### src/rtl/mux_pkg.sv
// Shared types for the 4:1 channel arbiter: FSM states, hold-counter width, sel mapping.
// Pure definitions, no timing or backpressure of its own.
package mux_pkg;

  localparam int unsigned MAX_HOLD_DEFAULT = 8;
  localparam int          HOLD_W           = 8;

  typedef enum logic {
    ST_IDLE = 1'b0,
    ST_OWN  = 1'b1
  } state_e;

  // The downstream mux wires its select bits swapped, so owner index is bit-reversed.
  function automatic logic [1:0] sel_map(input logic [1:0] idx);
    return {idx[0], idx[1]};
  endfunction

endpackage

### src/rtl/mux_arbiter_if.sv
// Request/grant bundle between the requesters and the channel arbiter.
// Requesters hold req high until done; the arbiter answers with registered gnt/sel/busy.
interface mux_arbiter_if;

  logic [3:0] req;
  logic [3:0] gnt;
  logic [1:0] sel;
  logic       busy;

  modport master (output req, input gnt, input sel, input busy);
  modport slave  (input req, output gnt, output sel, output busy);

endinterface

### src/rtl/rr_pick.sv
// Combinational round-robin search: first set req bit at or after start, wrapping 3->0.
// With excl_en the index just before start (the current owner) is skipped; zero latency.
module rr_pick (
  input  logic [3:0] req,
  input  logic [1:0] start,
  input  logic       excl_en,
  output logic       found,
  output logic [1:0] idx
);

  logic [1:0] cand;

  always_comb begin
    found = 1'b0;
    idx   = start;
    cand  = start;
    for (int k = 0; k < 4; k++) begin
      cand = start + 2'(k);
      if (!found && req[cand] && !(excl_en && (k == 3))) begin
        found = 1'b1;
        idx   = cand;
      end
    end
  end

endmodule

### src/rtl/mux_arbiter.sv
// Round-robin owner arbiter for a shared 4:1 channel with hold-limit pre-emption.
// One cycle req-to-gnt; owner released on req drop or after MAX_HOLD cycles if others wait.
module mux_arbiter
  import mux_pkg::*;
#(
  parameter int unsigned MAX_HOLD = MAX_HOLD_DEFAULT
) (
  input logic          clk,
  input logic          rst_n,
  mux_arbiter_if.slave bus
);

  localparam logic [HOLD_W-1:0] HOLD_LIMIT = HOLD_W'(MAX_HOLD);

  state_e            state_q, state_d;
  logic [3:0]        gnt_q, gnt_d;
  logic [1:0]        sel_q, sel_d;
  logic              busy_q, busy_d;
  logic [HOLD_W-1:0] hold_q, hold_d;
  logic [1:0]        last_q, last_d;

  logic       pick_found;
  logic [1:0] pick_idx;
  logic [1:0] pick_start;
  logic       pick_excl;
  logic       owner_req;

  // While owning, last_q is the owner, so starting at last_q+1 and excluding
  // the final slot covers both the idle search and the hand-over search.
  assign pick_start = last_q + 2'd1;
  assign pick_excl  = (state_q == ST_OWN);
  assign owner_req  = bus.req[last_q];

  rr_pick u_rr_pick (
    .req     (bus.req),
    .start   (pick_start),
    .excl_en (pick_excl),
    .found   (pick_found),
    .idx     (pick_idx)
  );

  always_comb begin
    state_d = state_q;
    gnt_d   = gnt_q;
    sel_d   = sel_q;
    busy_d  = busy_q;
    hold_d  = hold_q;
    last_d  = last_q;

    case (state_q)
      ST_IDLE: begin
        if (pick_found) begin
          state_d = ST_OWN;
          gnt_d   = 4'b0001 << pick_idx;
          sel_d   = sel_map(pick_idx);
          busy_d  = 1'b1;
          hold_d  = 8'd1;
          last_d  = pick_idx;
        end
      end
      ST_OWN: begin
        if (!owner_req || (hold_q == HOLD_LIMIT)) begin
          if (pick_found) begin
            gnt_d  = 4'b0001 << pick_idx;
            sel_d  = sel_map(pick_idx);
            busy_d = 1'b1;
            hold_d = 8'd1;
            last_d = pick_idx;
          end else if (!owner_req) begin
            state_d = ST_IDLE;
            gnt_d   = 4'b0000;
            busy_d  = 1'b0;
            hold_d  = '0;
          end
        end else begin
          hold_d = hold_q + 8'd1;
        end
      end
      default: begin
        state_d = ST_IDLE;
        gnt_d   = 4'b0000;
        busy_d  = 1'b0;
        hold_d  = '0;
      end
    endcase
  end

  always_ff @(posedge clk) begin
    if (!rst_n) begin
      state_q <= ST_IDLE;
      gnt_q   <= 4'b0000;
      sel_q   <= 2'b00;
      busy_q  <= 1'b0;
      hold_q  <= '0;
      last_q  <= 2'd3;
    end else begin
      state_q <= state_d;
      gnt_q   <= gnt_d;
      sel_q   <= sel_d;
      busy_q  <= busy_d;
      hold_q  <= hold_d;
      last_q  <= last_d;
    end
  end

  assign bus.gnt  = gnt_q;
  assign bus.sel  = sel_q;
  assign bus.busy = busy_q;

endmodule

### src/flat_wrapper.sv
// flat-port wrapper written by rule: the top's interface ports become plain ports
module mux_arbiter_flat import mux_pkg::*;
#(
  parameter int unsigned MAX_HOLD = MAX_HOLD_DEFAULT
)
  (clk, rst_n, bus_req, bus_gnt, bus_sel, bus_busy);
  mux_arbiter_if bus_i ();
  input logic clk;
  input logic rst_n;
  input wire logic [$bits(bus_i.req)-1:0] bus_req;
  output wire logic [$bits(bus_i.gnt)-1:0] bus_gnt;
  output wire logic [$bits(bus_i.sel)-1:0] bus_sel;
  output wire logic [$bits(bus_i.busy)-1:0] bus_busy;
  assign bus_i.req = bus_req;
  assign bus_gnt = bus_i.gnt;
  assign bus_sel = bus_i.sel;
  assign bus_busy = bus_i.busy;
  mux_arbiter #(.MAX_HOLD(MAX_HOLD)) u_core (.clk(clk), .rst_n(rst_n), .bus(bus_i));
endmodule
### config.mk
export PLATFORM = sky130hd
export DESIGN_NAME = mux_arbiter_flat
export DESIGN_NICKNAME = d
export VERILOG_FILES = /design/src/rtl/mux_pkg.sv /design/src/rtl/mux_arbiter_if.sv /design/src/rtl/rr_pick.sv /design/src/rtl/mux_arbiter.sv /design/src/flat_wrapper.sv
export SDC_FILE = /design/constraint.sdc
export NUM_CORES = 1
export LEC_CHECK = 0
export BUFFER_PORTS_ARGS = -buffer_cell sky130_fd_sc_hd__buf_2
export CAP_MARGIN = 10
export CELL_PAD_IN_SITES_DETAIL_PLACEMENT = 1
export CELL_PAD_IN_SITES_GLOBAL_PLACEMENT = 1
export CORE_UTILIZATION = 42
export CTS_BUF_LIST = sky130_fd_sc_hd__clkbuf_4 sky130_fd_sc_hd__clkbuf_8 sky130_fd_sc_hd__clkbuf_16
export DETAILED_ROUTE_END_ITERATION = 7
export GPL_ROUTABILITY_DRIVEN = 1
export PLACE_DENSITY_LB_ADDON = 0.15
export REMOVE_ABC_BUFFERS = 1
export SLEW_MARGIN = 20
export SYNTH_ARGS = -nofsm -noshare
export SYNTH_HDL_FRONTEND = slang
export SYNTH_SLANG_ARGS = --single-unit
### constraint.sdc
create_clock -name clk -period 2.6 [get_ports clk]
set_clock_uncertainty 0.15 [all_clocks]
set_input_delay 0.26 -clock clk [delete_from_list [all_inputs] [get_ports clk]]
set_output_delay 0.26 -clock clk [all_outputs]
set_load 0.1 [all_outputs]
==> results.py, run 1 <==
metrics = {
    "run_status": {
        "outcome": "completed",
    },
    "critical_path": {
        "critPathLaunchType": "flop",
        "r2r_cells": 6,
        "crit_required_ns": 2.64,
        "cp.arrival_ns": 2.34,
        "timing.rr.end": "u_core.last_q[1]",
        "critPathCaptureType": "flop",
        "crit_type": "reg2reg",
        "r2r_slack_ns": 0.30,
        "rr_startpoint": "u_core.last_q[1]",
        "crit_fanout": 12,
    },
    "cts": {
        "cts_sinks": 18,
        "htree_levels": 1,
        "cts-root-buf": "clkbuf_4",
        "ctsLongestPathBuffers": 2,
        "post_cts_buffers": 0,
        "insertion_delay_ns": 0.29,
        "path_clk_slew_ns": 0.11,
        "cts_tree": "done",
        "cts_buffers": 3,
    },
    "route": {
        "routed_wl_mm": 2.31,
        "drc": 0,
        "wl_per_cell_um": 14.0,
        "drt_iter0_drc": 16,
        "vias": 923,
        "dr.pass1.iters": 6,
        "routed_via_density": 5.59,
        "antenna_left": 0,
    },
    "grt": {
        "grt.met3_usage": 0.0614,
        "grt_use_total": 0.206,
        "grt_pass1_wl_mm": 4.08,
        "use_met2": 0.372,
        "antenna_found_initial": 0,
        "grt-busiest-layer": "met2",
        "grt_max_degree": 13,
        "grt_pass1_vias": 936,
        "grt_use_met1": 0.242,
        "overflow": 0,
    },
    "run": {
        "drv_cap": 0,
    },
    "logic_synthesis": {
        "yosys_warnings": 0,
        "syn_inst": 124,
        "synth_edf_count": 0,
        "synth_flop_cell": "dfxtp_1",
        "async_flop_share": 0,
        "ys_seq_area_frac": 0.346,
        "synth.avg_cell_area_sq_um": 8.40,
        "syn_area_sq_um": 1040,
        "ys_ff_latch": 18,
        "ys_types": 43,
    },
    "sta": {
        "finalCritPeriodShare": 0.883,
        "finalMaxSlewViolations": 0,
        "relSlewSlack": 0.678,
        "period_needed_ns": 2.30,
        "hold_violations": 0,
        "rsz0062_at_grt": "no",
        "fmax_mhz": 435,
        "setup_viol": 0,
        "tightest_slew_ns": 0.479,
        "fin_tns_setup_ns": 0,
        "finalWorstSetupSlack_ns": 0.303,
    },
    "pwr": {
        "leakage_nw": 0.440,
        "irDropWorstVdd_mv": 0.821,
        "p_per_area_nw_per_um2": 1150,
    },
    "finish": {
        "syn2layout_area_growth_pct": 10.9,
        "fillers": 284,
        "post-route-cell-area_sq_um": 1150,
        "drive_gt1_frac": 0.219,
        "final_net_count": 146,
        "antenna_cells": 0,
        "multi_input_comb_area_sq_um": 613,
        "seq_area_sq_um": 362,
    },
    "die": {
        "dieArea_sq_um": 2680,
        "initial_core_util": 0.457,
        "ios": 13,
        "dieWidth_um": 51.8,
        "rows": 17,
        "core_area_sq_um": 2280,
        "die_h_um": 51.8,
    },
    "min_path": {
        "min_path_type": "in2reg",
        "worstHoldPathCells": 2,
        "min_to": "u_core.last_q[1]",
        "worstHoldStart": "rst_n",
    },
    "place": {
        "dp_slack_ns": 0.177,
        "dpl.hpwl_mm": 1.75,
        "place.gp.congestion": 0.787,
        "port_buffers": 12,
        "placed_area_sq_um": 1120,
    },
}
## stage by stage
stage,power [mW],util,instances,hold slack (ns)
after global placement,1.14,0.491,161,0.307
final,1.32,0.507,165,0.0815
after CTS,1.34,0.507,165,0.0729
after global routing,1.41,0.507,165,0.0785
after detailed placement,1.16,0.491,161,0.314
after floorplan,1.02,-,120,0.190
## where the power goes
part / internal, mW / switching, mW / leakage [nW]
clock network: 0.0854 / 0.0906 / 0.0210
registers: 0.344 / 0.0699 / 0.147
logic: 0.190 / 0.543 / 0.271
## registers in the layout, indices dropped and copies added, names as in the netlist
signal,count
u_core.pick_excl,1
u_core.bus.busy,1
u_core.bus.sel,2
u_core.bus.gnt,4
u_core.last_q,2
u_core.hold_q,8
## cell usage in the layout (no fill, tap or decap), drive strengths merged, types with 5 or more instances in the layout
cell type	netlist	layout
a21oi	8	8
buf	2	13
dfxtp	18	18
inv	11	11
nand2	9	9
nand3	6	6
nor2	12	12
o21ai	10	10
o22ai	5	5
xnor2	6	6
## kinds of logic (layout without fill, tap and decap cells)
family / after synthesis / after routing / synth area share
AO/OA/AOI/OAI: 32 / 32 / 0.212
XOR/XNOR: 6 / 6 / 0.0505
adder cells (fa/ha/maj): 2 / 2 / 0.0240
buffers and inverters: 15 / 28 / 0.0649
flip-flops: 18 / 18 / 0.346
multiplexers: 4 / 4 / 0.0553
AND/OR/NAND/NOR: 47 / 47 / 0.248
## worst max-delay path: stages (launching register included)
cell and delay (ns):
dfxtp_2 0.48, mux2_4 0.32, or4_4 0.47, a21oi_2 0.22, mux2i_1 0.29, and2_1 0.19, o21ai_1 0.07
## metal layers
| metal | wire length (um) | up-vias |
|---|---|---|
| li1 | - | 457 |
| met1 | 1030 | 449 |
| met2 | 1200 | 15 |
| met3 | 66 | 2 |
| met4 | 14 | 0 |
| met5 | 0 | - |
## area by class of cell
cell class,count,share of cell area
repair buffers,13,0.0585
well taps,28,0.0303
multi-input cells,91,0.531
inverters,11,0.0358
flip-flops and latches,18,0.313
clock buffers,4,0.0314
## worst max-delay path by stage
stage / start / to / slack (ns) / cells after the start
floorplan: u_core.last_q[1] / u_core.hold_q[6] / 0.42 / 6
global placement: u_core.last_q[1] / u_core.last_q[1] / 0.19 / 6
detailed placement: u_core.last_q[1] / u_core.bus.gnt[3] / 0.18 / 6
CTS: u_core.last_q[1] / u_core.bus.gnt[3] / 0.16 / 6
global route: u_core.last_q[1] / u_core.bus.gnt[0] / 0.13 / 6
finish: u_core.last_q[1] / u_core.last_q[1] / 0.30 / 6
## synthesized netlist by cell type (2+ instances only)
| cell type | instances | share of area |
|---|---|---|
| dfxtp_1 | 18 | 0.35 |
| nor2_1 | 12 | 0.043 |
| inv_1 | 11 | 0.040 |
| nand2_1 | 8 | 0.029 |
| a21oi_1 | 7 | 0.034 |
| o21ai_0 | 7 | 0.034 |
| nand3_1 | 6 | 0.029 |
| xnor2_1 | 6 | 0.050 |
| o22ai_1 | 5 | 0.030 |
| nor3_1 | 4 | 0.019 |
| nor2b_1 | 3 | 0.018 |
| and2_1 | 2 | 0.012 |
| clkbuf_1 | 2 | 0.0072 |
| ha_1 | 2 | 0.024 |
| mux2i_1 | 2 | 0.019 |
| o21ai_2 | 2 | 0.017 |
## what timing repair did
| item | CTS | global route |
|---|---|---|
| resized for setup | 0 | 1 |
| setup endpoints to repair | 0 | 1 |
| hold buffers | 0 | 0 |
Note: power is estimated with default switching activity, not from simulation.
==> run 2, diff against run 1 <==
--- a/config.mk
+++ b/config.mk
@@ -5,11 +5,13 @@
 export SDC_FILE = /design/constraint.sdc
 export NUM_CORES = 1
 export LEC_CHECK = 0
+export ABC_AREA = 0
 export BUFFER_PORTS_ARGS = -buffer_cell sky130_fd_sc_hd__buf_2
 export CAP_MARGIN = 10
 export CELL_PAD_IN_SITES_DETAIL_PLACEMENT = 1
 export CELL_PAD_IN_SITES_GLOBAL_PLACEMENT = 1
-export CORE_UTILIZATION = 42
+export CORE_ASPECT_RATIO = 2
+export CORE_UTILIZATION = 43
 export CTS_BUF_LIST = sky130_fd_sc_hd__clkbuf_4 sky130_fd_sc_hd__clkbuf_8 sky130_fd_sc_hd__clkbuf_16
 export DETAILED_ROUTE_END_ITERATION = 7
 export GPL_ROUTABILITY_DRIVEN = 1
@@ -18,4 +20,5 @@
 export SLEW_MARGIN = 20
 export SYNTH_ARGS = -nofsm -noshare
 export SYNTH_HDL_FRONTEND = slang
+export SYNTH_HIERARCHICAL = 1
 export SYNTH_SLANG_ARGS = --single-unit
==> run 2 against run 1 <==
Compared with the run above:
- setup slack got worse by 0.23 ns
- flip-flop and latch count unchanged
- first-iteration DRC count increased by 100%
- total power is 33% higher
- highest routed layer unchanged
- synthesized cell count up 15%
- clock power grew 30%
- largest cell class unchanged
- global-route usage grew 3.8 points
==> results.py, run 2 <==
metrics = {
    "die": {
        "dieArea_sq_um": 3050,
        "initial_core_util": 0.466,
        "ios": 13,
        "die_h_um": 77.1,
        "core_area_sq_um": 2600,
        "rows": 26,
        "dieWidth_um": 39.5,
    },
    "critical_path": {
        "r2r_slack_ns": 0.08,
        "critPathCaptureType": "flop",
        "cp_top_family": "simple AND/OR/NAND/NOR gates",
        "rr_startpoint": "u_core/last_q[1]",
        "crit_required_ns": 2.63,
        "crit_fanout": 9,
        "cp.arrival_ns": 2.55,
        "timing.rr.end": "u_core/bus.gnt[0]",
        "critPathLaunchType": "flop",
        "r2r_cells": 11,
        "cpMaxStageDelayCell": "dfxtp_2",
        "worst_path_largest_cell_delay_ns": 0.33,
        "cpMostUsedCell": "buf_4",
        "crit_type": "reg2reg",
        "path_cells": "xor2_1 > buf_4 > nor4b_2 > a22oi_2 > and2_1 > nand2b_4 > buf_4 > nand2b_1 > o31a_1 > nand3_1 > a21oi_1",
        "path_buf_inv": 2,
    },
    "logic_synthesis": {
        "synth_edf_count": 0,
        "async_flop_share": 0,
        "yosys_warnings": 6,
        "synth_top_area_share": 0.297,
        "yosysTopAreaCell": "dfxtp_1",
        "synth_area_leaders": "dfxtp_1, a21oi_1, nand3_1",
        "synth_commonest_cells": "dfxtp_1, a21oi_1, nand3_1, nor2_1",
        "ys_ff_latch": 18,
        "syn_inst": 142,
        "synth_flop_cell": "dfxtp_1",
        "synth_most_common_cell": "dfxtp_1",
        "syn_area_sq_um": 1210,
        "synth.avg_cell_area_sq_um": 8.54,
        "ys_seq_area_frac": 0.297,
        "ys_types": 48,
    },
    "finish": {
        "post-route-cell-area_sq_um": 1390,
        "antenna_cells": 0,
        "final_net_count": 166,
        "final_cell_mix": "dfxtp_1, a21oi_1, buf_2",
        "instances_no_fill": 185,
        "top_register": "u_core/hold_q",
        "largest_register_ffs": 8,
        "final_common_cell": "dfxtp_1",
        "drive_gt1_frac": 0.268,
        "syn2layout_area_growth_pct": 14.7,
        "fin_util": 0.534,
    },
    "pwr": {
        "leakage_nw": 0.565,
        "irDropWorstVdd_mv": 0.463,
        "finalPower_mw": 1.76,
        "p_per_area_nw_per_um2": 1270,
    },
    "sta": {
        "fmax_mhz": 397,
        "tightest_slew_ns": 0.489,
        "hold_violations": 0,
        "period_needed_ns": 2.52,
        "fin_tns_setup_ns": 0,
        "relSlewSlack": 0.676,
        "finalCritPeriodShare": 0.970,
        "finalMaxSlewViolations": 0,
        "setup_viol": 0,
    },
    "cts": {
        "ctsLongestPathBuffers": 2,
        "cts-root-buf": "clkbuf_8",
        "htree_levels": 1,
        "cts_tree": "done",
        "cts_buffers": 3,
        "path_clk_slew_ns": 0.07,
        "cts_sinks": 18,
        "insertion_delay_ns": 0.25,
    },
    "place": {
        "dpl.hpwl_mm": 2.63,
        "dp_cells": 180,
        "port_buffers": 12,
        "placed_area_sq_um": 1300,
        "place.gp.congestion": 0.804,
    },
    "min_path": {
        "min_path_type": "in2reg",
        "worstHoldStart": "rst_n",
        "min_to": "u_core/last_q[1]",
        "worstHoldPathCells": 2,
    },
    "route": {
        "antenna_left": 0,
        "dr.pass1.iters": 4,
        "drc": 0,
        "drt_iter0_drc": 32,
        "vias": 1168,
        "routed_via_density": 6.31,
        "wl_per_cell_um": 18.6,
        "routed_wl_mm": 3.43,
    },
    "grt": {
        "overflow": 0,
        "grt_max_degree": 12,
        "antenna_found_initial": 0,
        "grt_pass1_wl_mm": 5.35,
        "grt_pass1_vias": 1183,
        "grt_use_total": 0.244,
    },
    "run": {
        "drv_cap": 0,
    },
    "run_status": {
        "outcome": "completed",
    },
}
## run 2: cell types whose count changed after synthesis, sizes merged, moves of 4 or more
| cell | before | now |
|---|---|---|
| xnor2 | 6 | 1 |
| nand2b | 2 | 6 |
| o22ai | 5 | 1 |
| o21ai | 10 | 6 |
| o211ai | 0 | 4 |
| nand3 | 6 | 11 |
| a21oi | 8 | 15 |
## run 2: stage by stage
| stage | hold slack (ns) | setup slack (ns) |
|---|---|---|
| finish | 0.107 | 0.0781 |
| global route | 0.113 | -0.0346 |
| CTS | 0.102 | 0.0330 |
| detailed placement | 0.320 | 0.0152 |
| global placement | 0.295 | 0.105 |
| floorplan | 0.182 | -0.0838 |
## run 2: report_power, final
part           total, mW  switching, mW  internal (mW)
Sequential         0.391         0.0427          0.348
Combinational       1.14          0.792          0.348
Clock              0.229         0.0945          0.134
## run 2: worst max path at each step
stage | from | end | slack (ns) | cells past startpoint
final | u_core/last_q[1] | u_core/bus.gnt[0] | 0.08 | 11
after global routing | u_core/last_q[0] | u_core/bus.gnt[0] | -0.03 | 11
after CTS | u_core/last_q[1] | u_core/bus.sel[0] | 0.03 | 8
after detailed placement | u_core/last_q[0] | u_core/bus.gnt[0] | 0.02 | 10
after global placement | u_core/last_q[0] | u_core/hold_q[5] | 0.10 | 11
after floorplan | u_core/last_q[0] | u_core/bus.gnt[3] | -0.08 | 9
## run 2: cell type report
type | count | area, sq um
clock buffer | 4 | 55.1
fill | 329 | 1210
inverter | 8 | 30.0
multi-input combinational | 108 | 795
sequential | 18 | 363
tap | 28 | 35.0
timing repair buffer | 19 | 113
## run 2: timing repair
action                     in CTS  in global routing
hold buffers                    0                  0
gates resized for setup         1                  5
buffers inserted                0                  1
pin swaps                       0                  2
setup endpoints to repair       1                  8
## run 2: cell families after synthesis
logic type      count (synthesis)  share of synthesized area
simple gates                   52                      0.241
compound gates                 49                      0.313
flops                          18                      0.297
buf+inv                        16                     0.0691
xor+xnor                        3                     0.0217
mux                             2                     0.0371
fa+ha+maj                       2                     0.0206
## run 2: layer usage
layer	global-route usage	vias to the layer above	wire, um
met5	0	-	0
met4	0.0931	0	76
met3	0.0231	9	65
met2	0.475	20	2100
met1	0.225	580	1190
li1	-	559	-
==> run 3, diff against run 2 <==
--- a/config.mk
+++ b/config.mk
@@ -8,10 +8,8 @@
 export ABC_AREA = 0
 export BUFFER_PORTS_ARGS = -buffer_cell sky130_fd_sc_hd__buf_2
 export CAP_MARGIN = 10
-export CELL_PAD_IN_SITES_DETAIL_PLACEMENT = 1
-export CELL_PAD_IN_SITES_GLOBAL_PLACEMENT = 1
-export CORE_ASPECT_RATIO = 2
-export CORE_UTILIZATION = 43
+export CORE_MARGIN = 2
+export CORE_UTILIZATION = 50
 export CTS_BUF_LIST = sky130_fd_sc_hd__clkbuf_4 sky130_fd_sc_hd__clkbuf_8 sky130_fd_sc_hd__clkbuf_16
 export DETAILED_ROUTE_END_ITERATION = 7
 export GPL_ROUTABILITY_DRIVEN = 1
==> run 3 against run 2 <==
Compared with the run above:
- global-route usage decreased by 2.9 points
- first-iteration DRC count up 59%
- total power is 6.7% lower
- largest power group unchanged
==> results.py, run 3 (same netlist as run 2, synthesis figures left out) <==
metrics = {
    "route": {
        "dr.pass1.iters": 4,
        "routed_wl_mm": 2.72,
        "routed_via_density": 6.18,
        "wl_per_cell_um": 14.8,
        "drt_iter0_drc": 51,
        "antenna_left": 0,
        "vias": 1138,
        "drc": 0,
    },
    "finish": {
        "top_register": "u_core/hold_q",
        "syn2layout_area_growth_pct": 12.4,
        "drive_gt1_frac": 0.256,
        "final_common_cell": "dfxtp_1",
        "final_cell_mix": "dfxtp_1, a21oi_1, buf_2",
        "fillers": 210,
        "post-route-cell-area_sq_um": 1360,
        "instances_no_fill": 184,
        "largest_register_ffs": 8,
        "fin_util": 0.604,
        "antenna_cells": 0,
        "final_net_count": 165,
    },
    "die": {
        "core_area_sq_um": 2250,
        "dieWidth_um": 53.2,
        "ios": 13,
        "rows": 17,
        "die_h_um": 53.2,
        "initial_core_util": 0.538,
        "dieArea_sq_um": 2830,
    },
    "grt": {
        "use_met2": 0.403,
        "grt-busiest-layer": "met2",
        "grt_use_met1": 0.245,
        "grt_use_total": 0.215,
        "antenna_found_initial": 0,
        "grt_pass1_wl_mm": 4.50,
        "grt_pass1_vias": 1047,
        "grt_max_degree": 12,
        "overflow": 0,
        "grt.met3_usage": 0.0339,
    },
    "cts": {
        "path_clk_slew_ns": 0.11,
        "insertion_delay_ns": 0.29,
        "cts_buffers": 3,
        "cts-root-buf": "clkbuf_4",
        "htree_levels": 1,
        "cts_tree": "done",
        "ctsLongestPathBuffers": 2,
        "post_cts_buffers": 0,
        "cts_sinks": 18,
    },
    "sta": {
        "finalCritPeriodShare": 0.933,
        "whs_ns": 0.0601,
        "fin_tns_setup_ns": 0,
        "fmax_mhz": 412,
        "hold_violations": 0,
        "relSlewSlack": 0.679,
        "rsz0062_at_grt": "no",
        "finalWorstSetupSlack_ns": 0.174,
        "tightest_slew_ns": 0.486,
        "finalMaxSlewViolations": 0,
        "setup_viol": 0,
        "period_needed_ns": 2.43,
    },
    "pwr": {
        "irDropWorstVdd_mv": 0.688,
        "finalPower_mw": 1.64,
        "leakage_nw": 0.547,
        "p_per_area_nw_per_um2": 1200,
    },
    "place": {
        "dp_cells": 180,
        "place.gp.congestion": 0.789,
        "dpl.hpwl_mm": 2.05,
        "dp_slack_ns": 0.0262,
        "port_buffers": 12,
        "placed_area_sq_um": 1300,
    },
    "critical_path": {
        "crit_type": "reg2reg",
        "critPathCaptureType": "flop",
        "cp.arrival_ns": 2.50,
        "critPathLaunchType": "flop",
        "crit_required_ns": 2.68,
        "crit_fanout": 10,
    },
    "min_path": {
        "min_path_type": "in2reg",
    },
    "run": {
        "drv_cap": 0,
    },
    "run_status": {
        "outcome": "completed",
    },
}
run 3: cell count changes in the layout (fill, tap and decap cells not counted), sizes merged:
cell      previous run  this run
inv                  8         7
buf                 19        18
clkinvlp             0         1
run 3: repair_timing:
item                                    CTS  global route
cloned                                    0             0
hold buffers                              0             0
endpoints found under the setup margin    2            12
pin swaps                                 0             1
resized for setup                         1             6
endpoints found under the hold margin     0             0
run 3: where the power goes:
part / switching [mW] / total, mW / internal (mW)
Sequential: 0.0361 / 0.382 / 0.346
Combinational: 0.748 / 1.09 / 0.340
Clock: 0.0860 / 0.171 / 0.0852
Total: 0.870 / 1.64 / 0.771
run 3: path summary, 6_finish.rpt:
check                                       start           endpoint  slack, ns  cells after the start
worst min-delay path                        rst_n   u_core/last_q[1]       0.06                      2
worst min register to register  u_core/bus.gnt[0]  u_core/bus.gnt[0]       0.32                      2
worst max-delay path             u_core/last_q[0]  u_core/bus.gnt[3]       0.17                     10
worst max register to register   u_core/last_q[0]  u_core/bus.gnt[3]       0.17                     10
run 3: critical path, cell delays in order (launching register included):
cell and delay, ns:
dfxtp_1 0.36, xor2_1 0.15, buf_4 0.19, mux4_2 0.52, nand2b_2 0.13, nand2b_4 0.10
buf_4 0.15, nand2b_1 0.13, o31a_1 0.26, nand3_1 0.10, a21oi_1 0.12
run 3: layout make-up:
class	count	area, sq um	share of cell area
Clock buffer	4	36.3	0.0266
Inverter	8	33.8	0.0248
Multi-Input combinational cell	108	791	0.580
Sequential cell	18	362	0.265
Tap cell	28	35.0	0.0257
Timing Repair Buffer	18	105	0.0771
run 3: routing by layer:
| metal | vias to the layer above | routed length [um] |
|---|---|---|
| met4 | 0 | 14 |
| met5 | - | 0 |
| li1 | 553 | - |
| met2 | 30 | 1460 |
| met3 | 2 | 110 |
| met1 | 553 | 1130 |
